<file path="src/rtl/fpga_robots_game_beeper_pkg.sv">
// Shared definitions for the multi-channel beeper.
//   beep_state_t : arbiter state encoding (IDLE / PLAY / GAP)
//   highest_set  : priority encoder, index of the highest set bit (0 if none)
package fpga_robots_game_beeper_pkg;

  typedef enum logic [1:0] {
    IDLE = 2'd0,
    PLAY = 2'd1,
    GAP  = 2'd2
  } beep_state_t;

  // Widest request vector the priority encoder accepts; callers zero-extend.
  localparam int MAX_REQ = 32;

  function automatic int unsigned highest_set(input logic [MAX_REQ-1:0] v);
    highest_set = 0;
    for (int i = 0; i < MAX_REQ; i++) begin
      if (v[i]) highest_set = i;
    end
  endfunction

endpackage

</file>
<file path="src/rtl/fpga_robots_game_beeper_tone.sv">
// Square-wave tone generator: toggles sq every div ticks while enabled.
//   clk, rst : clock, synchronous active-high reset
//   clear    : restart the waveform (count and output back to 0)
//   enable   : advance on tick only while high
//   tick     : tone timebase pulse
//   div      : half-period in ticks; 0 holds the output low
//   sq       : square-wave output
module fpga_robots_game_beeper_tone #(
  parameter int DIVW = 8
) (
  input  logic            clk,
  input  logic            rst,
  input  logic            clear,
  input  logic            enable,
  input  logic            tick,
  input  logic [DIVW-1:0] div,
  output logic            sq
);

  logic [DIVW-1:0] dcnt_reg;
  logic            sq_reg;

  always_ff @(posedge clk) begin
    if (rst || clear) begin
      dcnt_reg <= '0;
      sq_reg   <= 1'b0;
    end else if (enable && tick && (div != '0)) begin
      if (dcnt_reg == div - DIVW'(1)) begin
        dcnt_reg <= '0;
        sq_reg   <= ~sq_reg;
      end else begin
        dcnt_reg <= dcnt_reg + DIVW'(1);
      end
    end
  end

  assign sq = sq_reg;

endmodule

</file>
<file path="src/rtl/fpga_robots_game_beeper.sv">
// Multi-channel beeper: arbitrates NREQ beep requests by fixed priority
// (higher index wins) with pre-emption, a pending set for lower-priority
// requests and a silent gap between back-to-back beeps.
//   clk, rst    : clock, synchronous active-high reset
//   framepulse  : frame strobe, beep durations count these
//   tick        : tone timebase strobe
//   req         : per-channel request strobes
//   req_frames  : per-channel duration (CTRW bits each), 0 = ignore request
//   req_div     : per-channel tone half-period in ticks (DIVW bits each)
//   mute        : silences audio only
//   attention   : high while a beep plays
//   audio       : square-wave tone
//   busy        : playing, in a gap, or something pending
//   active_id   : channel currently playing (valid while attention)
module fpga_robots_game_beeper
  import fpga_robots_game_beeper_pkg::*;
#(
  parameter  int NREQ = 4,
  parameter  int CTRW = 6,
  parameter  int DIVW = 8,
  parameter  int GAPF = 3,
  localparam int AW   = (NREQ > 1) ? $clog2(NREQ) : 1
) (
  input  logic                 clk,
  input  logic                 rst,
  input  logic                 framepulse,
  input  logic                 tick,
  input  logic [NREQ-1:0]      req,
  input  logic [NREQ*CTRW-1:0] req_frames,
  input  logic [NREQ*DIVW-1:0] req_div,
  input  logic                 mute,
  output logic                 attention,
  output logic                 audio,
  output logic                 busy,
  output logic [AW-1:0]        active_id
);

  localparam int GW = (GAPF > 0) ? $clog2(GAPF + 1) : 1;

  beep_state_t     state_reg;
  logic [AW-1:0]   cur_reg;
  logic [CTRW-1:0] cnt_reg;
  logic [GW-1:0]   gap_reg;
  logic [DIVW-1:0] div_reg;
  logic [NREQ-1:0] pend_reg;

  logic [CTRW-1:0] frames_arr [NREQ];
  logic [DIVW-1:0] div_arr    [NREQ];
  logic [NREQ-1:0] valid;

  generate
    for (genvar gi = 0; gi < NREQ; gi++) begin : g_chan
      assign frames_arr[gi] = req_frames[gi*CTRW +: CTRW];
      assign div_arr[gi]    = req_div[gi*DIVW +: DIVW];
      // Zero-length requests are invisible to the arbiter.
      assign valid[gi]      = req[gi] && (req_frames[gi*CTRW +: CTRW] != '0);
    end
  endgenerate

  logic            has_cand;
  logic [AW-1:0]   cand;
  logic [NREQ-1:0] pend_after;
  logic [AW-1:0]   hp_old;
  logic [AW-1:0]   hp_new;

  // Every valid strobe is first marked pending; whichever channel actually
  // starts this cycle has its bit cleared again below. This covers the
  // losers of a simultaneous strobe and non-pre-empting requests uniformly.
  assign has_cand   = |valid;
  assign cand       = AW'(highest_set(MAX_REQ'(valid)));
  assign pend_after = pend_reg | valid;
  assign hp_old     = AW'(highest_set(MAX_REQ'(pend_reg)));
  assign hp_new     = AW'(highest_set(MAX_REQ'(pend_after)));

  logic          load_en;
  logic [AW-1:0] load_id;

  // Decide whether a channel (re)starts this cycle and which one.
  always_comb begin
    load_en = 1'b0;
    load_id = cand;
    unique case (state_reg)
      IDLE: load_en = has_cand;
      PLAY: begin
        if (has_cand && (cand >= cur_reg)) begin
          load_en = 1'b1;
        end else if (framepulse && (cnt_reg <= CTRW'(1)) && (|pend_after) && (GAPF == 0)) begin
          load_en = 1'b1;
          load_id = hp_new;
        end
      end
      GAP: begin
        if (has_cand && (cand >= hp_old)) begin
          load_en = 1'b1;
        end else if (framepulse && (gap_reg <= GW'(1))) begin
          load_en = 1'b1;
          load_id = hp_new;
        end
      end
      default: ;
    endcase
  end

  logic [NREQ-1:0] load_mask;
  assign load_mask = NREQ'(1) << load_id;

  always_ff @(posedge clk) begin
    if (rst) begin
      state_reg <= IDLE;
      cur_reg   <= '0;
      cnt_reg   <= '0;
      gap_reg   <= '0;
      div_reg   <= '0;
      pend_reg  <= '0;
    end else begin
      pend_reg <= load_en ? (pend_after & ~load_mask) : pend_after;
      if (load_en) begin
        // Parameters are sampled now, at start time, not at request time.
        state_reg <= PLAY;
        cur_reg   <= load_id;
        cnt_reg   <= frames_arr[load_id];
        div_reg   <= div_arr[load_id];
      end else begin
        unique case (state_reg)
          PLAY: begin
            // A lower-priority strobe does not stall the running beep.
            if (framepulse) begin
              if (cnt_reg > CTRW'(1)) begin
                cnt_reg <= cnt_reg - CTRW'(1);
              end else if (|pend_after) begin
                state_reg <= GAP;
                gap_reg   <= GW'(GAPF);
              end else begin
                state_reg <= IDLE;
              end
            end
          end
          GAP: begin
            if (framepulse && (gap_reg > GW'(1))) gap_reg <= gap_reg - GW'(1);
          end
          default: ;
        endcase
      end
    end
  end

  logic tone_sq;

  fpga_robots_game_beeper_tone #(
    .DIVW(DIVW)
  ) u_tone (
    .clk   (clk),
    .rst   (rst),
    .clear (load_en),
    .enable(state_reg == PLAY),
    .tick  (tick),
    .div   (div_reg),
    .sq    (tone_sq)
  );

  assign attention = (state_reg == PLAY);
  assign audio     = tone_sq & ~mute & (state_reg == PLAY);
  assign busy      = (state_reg != IDLE) || (|pend_reg);
  assign active_id = cur_reg;

endmodule

</file>
<file path="config.mk">
export PLATFORM = sky130hd
export DESIGN_NAME = fpga_robots_game_beeper
export DESIGN_NICKNAME = d
export VERILOG_FILES = /design/src/rtl/fpga_robots_game_beeper_pkg.sv /design/src/rtl/fpga_robots_game_beeper_tone.sv /design/src/rtl/fpga_robots_game_beeper.sv
export SDC_FILE = /design/constraint.sdc
export NUM_CORES = 1
export LEC_CHECK = 0
export CELL_PAD_IN_SITES_DETAIL_PLACEMENT = 0
export CELL_PAD_IN_SITES_GLOBAL_PLACEMENT = 2
export CORE_MARGIN = 2
export CORE_UTILIZATION = 31
export DETAILED_ROUTE_END_ITERATION = 16
export PLACE_DENSITY_LB_ADDON = 0.08
export SYNTH_ARGS = -nofsm -noshare
export SYNTH_HDL_FRONTEND = slang
export SYNTH_HIERARCHICAL = 1
export SYNTH_SLANG_ARGS = --single-unit
</file>
<file path="constraint.sdc">
create_clock -name clk -period 7.8 [get_ports clk]
set_input_delay 1.17 -clock clk [delete_from_list [all_inputs] [get_ports clk]]
set_output_delay 1.17 -clock clk [all_outputs]
set_load 0.02 [all_outputs]
</file>
### Word level (Yosys, flattened, before mapping)

Cells that the tools add are included.

* bits in registers: 33
* bits of input ports: 65
* output and inout bits: 5
* logic and storage cells: 108

* $add $sub $neg: 4
* magnitude comparators: 6
* equality and inequality tests: 8
* shift operators: 1
* multiplexer cells: 38
* bitwise gates (word level): 10
* reduce and logical (&&, ||, !) cells: 32

Operator list (count)
* 2-to-1 mux 6 bit: 6
* 2-to-1 mux 2 bit: 14
* 2-to-1 mux 8 bit: 3
* nonzero test 6 bit: 4
* binary-select mux 8 bit (select 2 bit): 1
* binary-select mux 6 bit (select 2 bit): 1
* OR reduction 4 bit: 3
* logical AND 1 bit: 10
* 2-to-1 mux 1 bit: 10
* inequality test 2 bit (second input constant): 5
* nonzero test 2 bit: 5
* AND reduction 3 bit: 3
* adder 8 x 1 -> 8 bit (second input constant): 1
* equality test 8 bit: 1
* nonzero test 8 bit: 1
* subtractor 8 x 1 -> 8 bit (second input constant): 1
* greater-than comparator 6 x 1 -> 1 bit (second input constant): 1
* AND reduction 6 bit: 1
* subtractor 6 x 1 -> 6 bit (second input constant): 1
* bitwise AND 4 bit: 1
* >= comparator 2 bit: 2
* 2-to-1 mux 4 bit: 1
* inverter 1 bit: 4
* inverter 4 bit: 1
* other kinds (16): 18

### Depth between registers and ports, before layout

Gate-level depths: netlist (run 1).

* depth in word-level cells: 14
* gate-level depth with buffers: 13
* gate-level depth less buffers: 12

### Hierarchy

Netlist (run 1), hierarchy kept.

Modules (own cells, without submodules)
* fpga_robots_game_beeper: instances 1, cells each 175, area each 1785.5 µm², seq. area each 480.5 µm²
* fpga_robots_game_beeper_tone: instances 1, cells each 82, area each 721.9 µm², seq. area each 180.2 µm²

### Worst setup path after synthesis (run 1)

Ideal clock, no wire load.

* path kind: input port to flip-flop
* start point: input port req_frames[12]
* end point: register div_reg[0]
* setup time: 0.117 ns
* arrival time: 4.197 ns
* required time: 7.683 ns
* slack: 3.486 ns
* stages on the path: 11
* path buffers: 1
* cells stage by stage: or4_4 -> o31ai_4 -> a21oi_1 -> ha_1 -> nand2b_1 -> a21oi_1 -> a21oi_1 -> o311ai_4 -> buf_2 -> mux4_2 -> a22o_1

* word-level cells in the longest chain between the ends: 12
* elaborated cells on any way between the ends: 22
* those cells by class: 2 x order compare; 13 x mux; 2 x bitwise; 5 x reduce/logical

Ends and longest elaborated chain
* start: declaration: RTL line fpga_robots_game_beeper.sv:29 `input logic [NREQ*CTRW-1:0] req_frames,`
* nonzero test 6 bit (*): RTL line fpga_robots_game_beeper.sv:56 `assign valid[gi] = req[gi] && (req_frames[gi*CTRW +: CTRW] != '0);`
* logical AND 1 bit (*): RTL line fpga_robots_game_beeper.sv:56
* 2-to-1 mux 2 bit / bitwise OR 4 bit (equally long branches): RTL line fpga_robots_game_beeper_pkg.sv:18, fpga_robots_game_beeper.sv:71
* 2-to-1 mux 2 bit: RTL line fpga_robots_game_beeper_pkg.sv:18 `if (v[i]) highest_set = i;`
* >= comparator 2 bit / 2-to-1 mux 2 bit (equally long branches): RTL line fpga_robots_game_beeper.sv:93, fpga_robots_game_beeper_pkg.sv:18
* logical AND 1 bit / 2-to-1 mux 2 bit (equally long branches): RTL line fpga_robots_game_beeper.sv:93, fpga_robots_game_beeper.sv:95
* 2-to-1 mux 2 bit: RTL line fpga_robots_game_beeper.sv:93 `if (has_cand && (cand >= hp_old)) begin`
* 2-to-1 mux 2 bit: RTL line fpga_robots_game_beeper.sv:82 `unique case (state_reg)`
* inverter 2 -> 3 bit (implied by the code): RTL line fpga_robots_game_beeper.sv:122 `div_reg <= div_arr[load_id];`
* binary-select mux 8 bit (select 2 bit): RTL line fpga_robots_game_beeper.sv:122
* 2-to-1 mux 8 bit (implied by the code) (2 in series): RTL line fpga_robots_game_beeper.sv:122
* end signal: assignment: RTL line fpga_robots_game_beeper.sv:122
* end: declaration: RTL line fpga_robots_game_beeper.sv:44 `logic [DIVW-1:0] div_reg;`

Every way passes the cells marked *; elsewhere a longest branch is shown, timed or not. The select of a mux whose other input is x is not followed.
A chain may end at the register's enable or synchronous reset.

### Worst setup path in the final report (run 1)

* start point: input port req_frames[12]
* end point: register cnt_reg[1]

* word-level cells in the longest chain between the ends: 13
* elaborated cells on any way between the ends: 27
* those cells by class: 2 x order compare; 14 x mux; 2 x bitwise; 9 x reduce/logical

Ends and longest elaborated chain
* nonzero test 6 bit (*): RTL line fpga_robots_game_beeper.sv:56
* logical AND 1 bit (*): RTL line fpga_robots_game_beeper.sv:56
* 2-to-1 mux 2 bit / bitwise OR 4 bit (equally long branches): RTL line fpga_robots_game_beeper_pkg.sv:18, fpga_robots_game_beeper.sv:71
* 2-to-1 mux 2 bit: RTL line fpga_robots_game_beeper_pkg.sv:18
* >= comparator 2 bit / 2-to-1 mux 2 bit (equally long branches): RTL line fpga_robots_game_beeper.sv:93, fpga_robots_game_beeper_pkg.sv:18
* logical AND 1 bit / 2-to-1 mux 2 bit (equally long branches): RTL line fpga_robots_game_beeper.sv:93, fpga_robots_game_beeper.sv:95
* 2-to-1 mux 2 bit: RTL line fpga_robots_game_beeper.sv:93
* 2-to-1 mux 2 bit: RTL line fpga_robots_game_beeper.sv:82
* inverter 2 -> 3 bit (implied by the code): RTL line fpga_robots_game_beeper.sv:121 `cnt_reg <= frames_arr[load_id];`
* binary-select mux 6 bit (select 2 bit): RTL line fpga_robots_game_beeper.sv:121
* 2-to-1 mux 6 bit (implied by the code) (2 in series): RTL line fpga_robots_game_beeper.sv:121
* 2-to-1 mux 6 bit: RTL line fpga_robots_game_beeper.sv:117 `if (load_en) begin`
* end signal: assignment: RTL line fpga_robots_game_beeper.sv:121
* end signal: assignment: RTL line fpga_robots_game_beeper.sv:129 `cnt_reg <= cnt_reg - CTRW'(1);`
* end: declaration: RTL line fpga_robots_game_beeper.sv:42 `logic [CTRW-1:0] cnt_reg;`

Marked as above.

==> metrics, run 1 <==
outcome completed; register area share after synthesis 26.35%; CTS tree built; Crit Path Class input pin to register; Worst Setup Start Kind input pin; reg2reg setup slack around 4.7 ns; die area roughly 0.0088 mm²; share of cells above drive strength 1 11.66%; GRT overflow 0; Initial Util between 30% and 40%; final wirelength 6422 µm; most frequent cells in the layout clkdlybuf4s50_1 (69), dfxtp_1 (33), a21oi_1 (16); Syn Nets between 300 and 400; P&R area growth vs syn 34.23%; HPWL after DPL 5162 µm; DRT iter0 DRCs 81; Die Wd about 94 µm; Leak about 1.2 nW; synthesized cell area 0.002507 mm²; antenna cell count 0; largest net degree at the start of global routing 27; cts repair resizes 0; HP Class register to register; Synth Instances 257; unrepaired setup endpoints after global routing false; Worst Skew 0.005567 ns; Critical Path RT 7.98 ns; CTS hold repair buffers 0; most common cell after layout, fill and taps aside clkdlybuf4s50_1; placed cell area 0.003283 mm²; FP Rows 32; TritonCTS buffer count 5; clk slew on worst S/H paths 0.07 ns; relative slew slack about two fifths; Vias 2227; number of clock sinks 33; H-tree Lvls 2; router iterations before antenna repair 4; final slew viol count 0; share of the synthesized area in the top cell type 26.35%; most area-consuming cells after synthesis dfxtp_1 (26%), mux4_2 (9.9%), ha_1 (5.0%), xnor2_1 (3.8%), a21oi_1 (3.2%); Synthesis Warnings 6; power density over the cells 146.8 mW/mm²; endpoints failing setup 0; Mapped Avg Cell Area 9.756 µm²; CP arrival 5.21 ns; Critical Path Fanout Max 18; Root Driver clkbuf_8; Filler Cell Count 798; worst-margin pin slew 0.8923 ns; Critical Path Sink Type register; setup tns final 0 ns; Routed Antenna Nets 0; Max Cap Viol 0; average wire per standard cell 15.00 µm; port bufs about 70; initial antenna violation count 0; Cell variety after synth 61; maximum clock rate 199.1 MHz; core area 0.007767 mm²; Synth Flop Type dfxtp_1; number of synthesized flops with an enable pin 0; post-CTS setup buffer count 0; final hold vios 0; register bit count reported by yosys 33; Placer Congestion 0.8140; Hold Path Depth 2; drc violations 0; GRT Total Usage 16.12%; first-pass GRT wire length 11270 µm; vias in the first global route 2310; IO Count 70; clk_lat worst skew about 0.28 ns; Die Ht ~94 µm; final instance area 0.003366 mm²; Async SR Flop Fraction 0%; area leader, netlist dfxtp_1; fin crit share 64.39%; drt via density 5.203; VDD IR max between 0.06 and 0.07 mV; Max Root-Sink Buffers 2; Period minus WS final 5.022 ns; Nets 400; R2R cell count 9
-- cells by family (layout without fill, tap and decap cells) --
kind of cell,count (synthesis),in the layout,synth area share [%]
AND/OR/NAND/NOR,85,85,20.96
adder cells (fa/ha/maj),10,10,4.990
multiplexers,16,16,13.37
buffers and inverters,25,94,4.541
flip-flops,33,33,26.35
AO/OA/AOI/OAI,69,69,23.16
XOR/XNOR,19,19,6.637
-- area by class of cell --
| cell class | instances | area (µm²) | area share, % |
|---|---|---|---|
| clock buffers | 6 | 72.57 | 2.156 |
| multi-input cells | 199 | 1733 | 51.49 |
| flip-flops and latches | 33 | 660.6 | 19.63 |
| well taps | 102 | 127.6 | 3.792 |
| clock inverters | 2 | 10.01 | 0.2974 |
| inverters | 15 | 56.30 | 1.673 |
| repair buffers | 71 | 705.7 | 20.97 |
-- critical path, stage by stage --
cell and delay, ns:
clkdlybuf4s50_1 0.42, or4_4 0.55, o31ai_4 0.41, a21oi_1 0.22, ha_1 0.33, nand2b_1 0.14
a21oi_1 0.29, a21oi_1 0.12, o311ai_4 0.76, mux4_2 0.61, a21o_1 0.19
-- per-stage QoR --
stage          worst slack [ns]  util, %  hold WS, ns  total power, W  std cells
6_report                  2.778    43.33       0.4820       0.0004942        428
5_1_grt                   2.516    43.33       0.5134       0.0005278        428
3_5_place_dp              2.486    42.27       0.4765       0.0003721        420
2_1_floorplan             3.486        -       0.4469       0.0003077        257
3_3_place_gp              2.555    42.27       0.4764       0.0003723        420
4_1_cts                   2.771    43.33       0.4881       0.0005015        428
-- worst paths after layout --
path / start / endpoint
worst max-delay path: req_frames[12] / cnt_reg[1]
worst min-delay path: pend_reg[0] / pend_reg[0]
worst max register to register: pend_reg[2] / cnt_reg[1]
worst min register to register: pend_reg[0] / pend_reg[0]
-- power by group --
group          leakage [nW]  internal [W]  switching, W  total, W
sequential            0.272      0.000182     0.0000159  0.000198
clock                0.0450     0.0000619     0.0000652  0.000127
combinational         0.916     0.0000907     0.0000787  0.000169
total                  1.23      0.000334      0.000160  0.000494
-- routing by layer --
layer	track usage [%]	vias up	wire, µm
met2	23.69	67	2562
met3	3.692	4	342
met5	0	-	0
li1	-	1127	-
met4	3.623	0	61
met1	23.86	1029	3455
-- synth_stat cells, types with 3 or more instances --
cell type / number
clkbuf_1: 5
nor3_1: 13
xnor2_1: 11
inv_1: 15
mux4_2: 11
o21a_1: 5
a22o_1: 8
o31a_1: 3
and4_1: 3
or4_1: 4
nor2b_1: 9
xor2_1: 8
nand3_1: 6
nor2_1: 14
a21oi_1: 16
nand2_1: 9
a21o_1: 3
ha_1: 10
a211oi_1: 8
nand2b_1: 4
a31oi_1: 5
dfxtp_1: 33
Power figures use the tool's default switching activity.
==> run 2, diff against run 1 <==
--- a/config.mk
+++ b/config.mk
@@ -8,7 +8,7 @@
 export CELL_PAD_IN_SITES_DETAIL_PLACEMENT = 0
 export CELL_PAD_IN_SITES_GLOBAL_PLACEMENT = 2
 export CORE_MARGIN = 2
-export CORE_UTILIZATION = 31
+export CORE_UTILIZATION = 29
 export DETAILED_ROUTE_END_ITERATION = 16
 export PLACE_DENSITY_LB_ADDON = 0.08
 export SYNTH_ARGS = -nofsm -noshare
==> constraint.sdc (replaced) <==
create_clock -name clk -period 5 [get_ports clk]
set_input_delay 0.75 -clock clk [delete_from_list [all_inputs] [get_ports clk]]
set_output_delay 0.75 -clock clk [all_outputs]
set_load 0.02 [all_outputs]
==> run 2 against run 1 <==
First-iteration DRC count down 32%. Worst setup slack got worse by 2.2 ns. Sequential share of layout area shrank 0.14 points. Count of clock-buffer cells in the layout decreased by 1. Power increased by 55%. Utilization fell by 2.5 points. Sequential power grew 57%. Final area grew 0.74%. Sequential cell count did not move. Register-to-register slack got worse by 2.6 ns. Critical path depth grew 1. Die area rose by 6.6%. Largest power group unchanged. Highest routed layer unchanged.
==> metrics, run 2 (same netlist as run 1, synthesis figures left out) <==
outcome completed; GRT overflow 0 (unchanged); Non-Filler Instances 433 (+1.2%); Max Root-Sink Buffers 2 (unchanged); setup tns final 0 ns (unchanged); Die Wd 96.99 µm (+3.2%); RR Endpoint div_reg[2]; post-CTS setup buffer count 0 (unchanged); HP Class register to register; CP arrival 4.56 ns (-0.65 ns); antenna cell count 0 (unchanged); Inst Count DP 427 (+1.7%); final hold vios 0 (unchanged); initial antenna violation count 0 (unchanged); GRT Total Usage 14.87% (-1.2 points); TritonCTS buffer count 5 (unchanged); Power, Total 0.0007636 W (+55%); endpoints failing setup 0 (unchanged); clk_lat worst skew 0.28 ns (about the same); CTS hold repair buffers 0 (unchanged); Vias 2262 (+1.6%); Period minus WS final between 4 and 5 ns; first-pass GRT wire length 11540 µm (+2.4%); drt via density 5.224 (+0.40%); relative slew slack 54.41% (+14 points); Initial Util 30.21% (-2.1 points); Worst Skew 0.01090 ns (+0.005334 ns); register area 660.6 µm² (unchanged); Filler Cell Count 826 (+3.5%); Placer Congestion 0.7453 (-8.4%); FP Rows 33 (+3.1%); reg2reg setup slack 2.13 ns (-2.59 ns); CTS tree built; Critical Path Sink Type register; Worst R2R Start pend_reg[2]; Leak 1.246 nW (+1.1%); Max Cap Viol 0 (unchanged); Root Driver clkbuf_8; core area 0.008299 mm² (+6.8%); drc violations 0 (unchanged); final slew viol count 0 (unchanged); die area 0.009406 mm² (+6.6%); power density over the cells 225.2 mW/mm² (+53%); Worst Setup Start Kind input pin; VDD IR max 0.07064 mV (+4.6%); router iterations before antenna repair 4 (unchanged); Routed Antenna Nets 0 (unchanged); clk slew on worst S/H paths 0.07 ns (about the same); share of cells above drive strength 1 12.50% (+0.84 points); worst-margin pin slew 0.6839 ns (-0.2084 ns); Nets 404 (+1.0%); H-tree Lvls 2 (unchanged); unrepaired setup endpoints after global routing false; final wirelength 6780 µm (+5.6%); HPWL after DPL 5480 µm (+6.2%); Hold Path Depth 2 (unchanged); R2R cell count 10 (+1); worst-case hold path end point pend_reg[0]; DRT iter0 DRCs 55 (-32%); number of clock sinks 33 (unchanged); cts repair resizes 0 (unchanged); area of the multi-input gates 0.001733 mm² (unchanged); P&R area growth vs syn 35.23%; Die Ht 96.99 µm (+3.2%); Critical Path RT 5.17 ns (-2.81 ns); port bufs 69 (unchanged); IO Count 70 (unchanged); most frequent cells in the layout clkdlybuf4s50_1 (69), dfxtp_1 (33), a21oi_1 (16); most common cell after layout, fill and taps aside clkdlybuf4s50_1; fin crit share between 80% and 90%; Crit Path Class input pin to register; average wire per standard cell 15.66 µm (+4.4%); maximum clock rate 227.9 MHz; Hold Crit Start pend_reg[0]; vias in the first global route 2390 (+3.5%); largest net degree at the start of global routing 27 (unchanged); Critical Path Fanout Max 13 (-5)
run 2: cell count changes in the layout (fill, tap and decap cells not counted):
cell / change
clkbuf_1: -1
buf_4: +4
clkinv_2: -1
run 2: layout make-up:
| class | count | area share, % |
|---|---|---|
| Clock buffer | 5 | 2.030 |
| Clock inverter | 1 | 0.1476 |
| Inverter | 15 | 1.661 |
| Multi-Input combinational cell | 199 | 51.11 |
| Sequential cell | 33 | 19.48 |
| Tap cell | 105 | 3.875 |
| Timing Repair Buffer | 75 | 21.70 |
run 2: per-layer routing:
layer	up-vias	wire length [µm]	GRT usage [%]
met3	4	378	3.685
met5	-	0	0
met1	1053	3327	20.21
met4	0	72	4.334
li1	1133	-	-
met2	72	3001	23.40
run 2: worst max-delay path, stage by stage:
cell	delay (ns)
clkdlybuf4s50_1	0.42
or4_1	0.59
o31a_1	0.30
a21oi_1	0.32
ha_1	0.29
nand2b_1	0.14
a21oi_1	0.29
a41oi_2	0.08
nand4b_4	0.22
nand2_2	0.32
mux4_1	0.60
a22o_1	0.23
run 2: stage by stage:
step	setup slack, ns	instance area, µm²	hold WS [ns]	util, %
2_1_floorplan	1.106	2507	0.4469	-
3_3_place_gp	0.3569	3317	0.4712	39.97
3_5_place_dp	0.2953	3317	0.4649	39.97
4_1_cts	0.5914	3391	0.4761	40.86
5_1_grt	0.4216	3391	0.5200	40.86
6_report	0.6130	3391	0.4743	40.86
run 2: worst max path at each step:
stage | start | to | slack [ns] | cells after the start
global placement | req_frames[6] | div_reg[2] | 0.36 | 12
global route | req_frames[6] | div_reg[2] | 0.42 | 12
floorplan | req_frames[12] | div_reg[0] | 1.11 | 11
CTS | req_frames[6] | div_reg[2] | 0.59 | 12
detailed placement | req_frames[6] | div_reg[3] | 0.30 | 12
finish | req_frames[6] | div_reg[2] | 0.61 | 12
run 2: power breakdown:
| part | internal (W) | switching (W) | leakage (nW) |
|---|---|---|---|
| logic | 0.000143 | 0.000122 | 0.934 |
| clock network | 0.0000916 | 0.0000969 | 0.0399 |
| registers | 0.000284 | 0.0000262 | 0.272 |
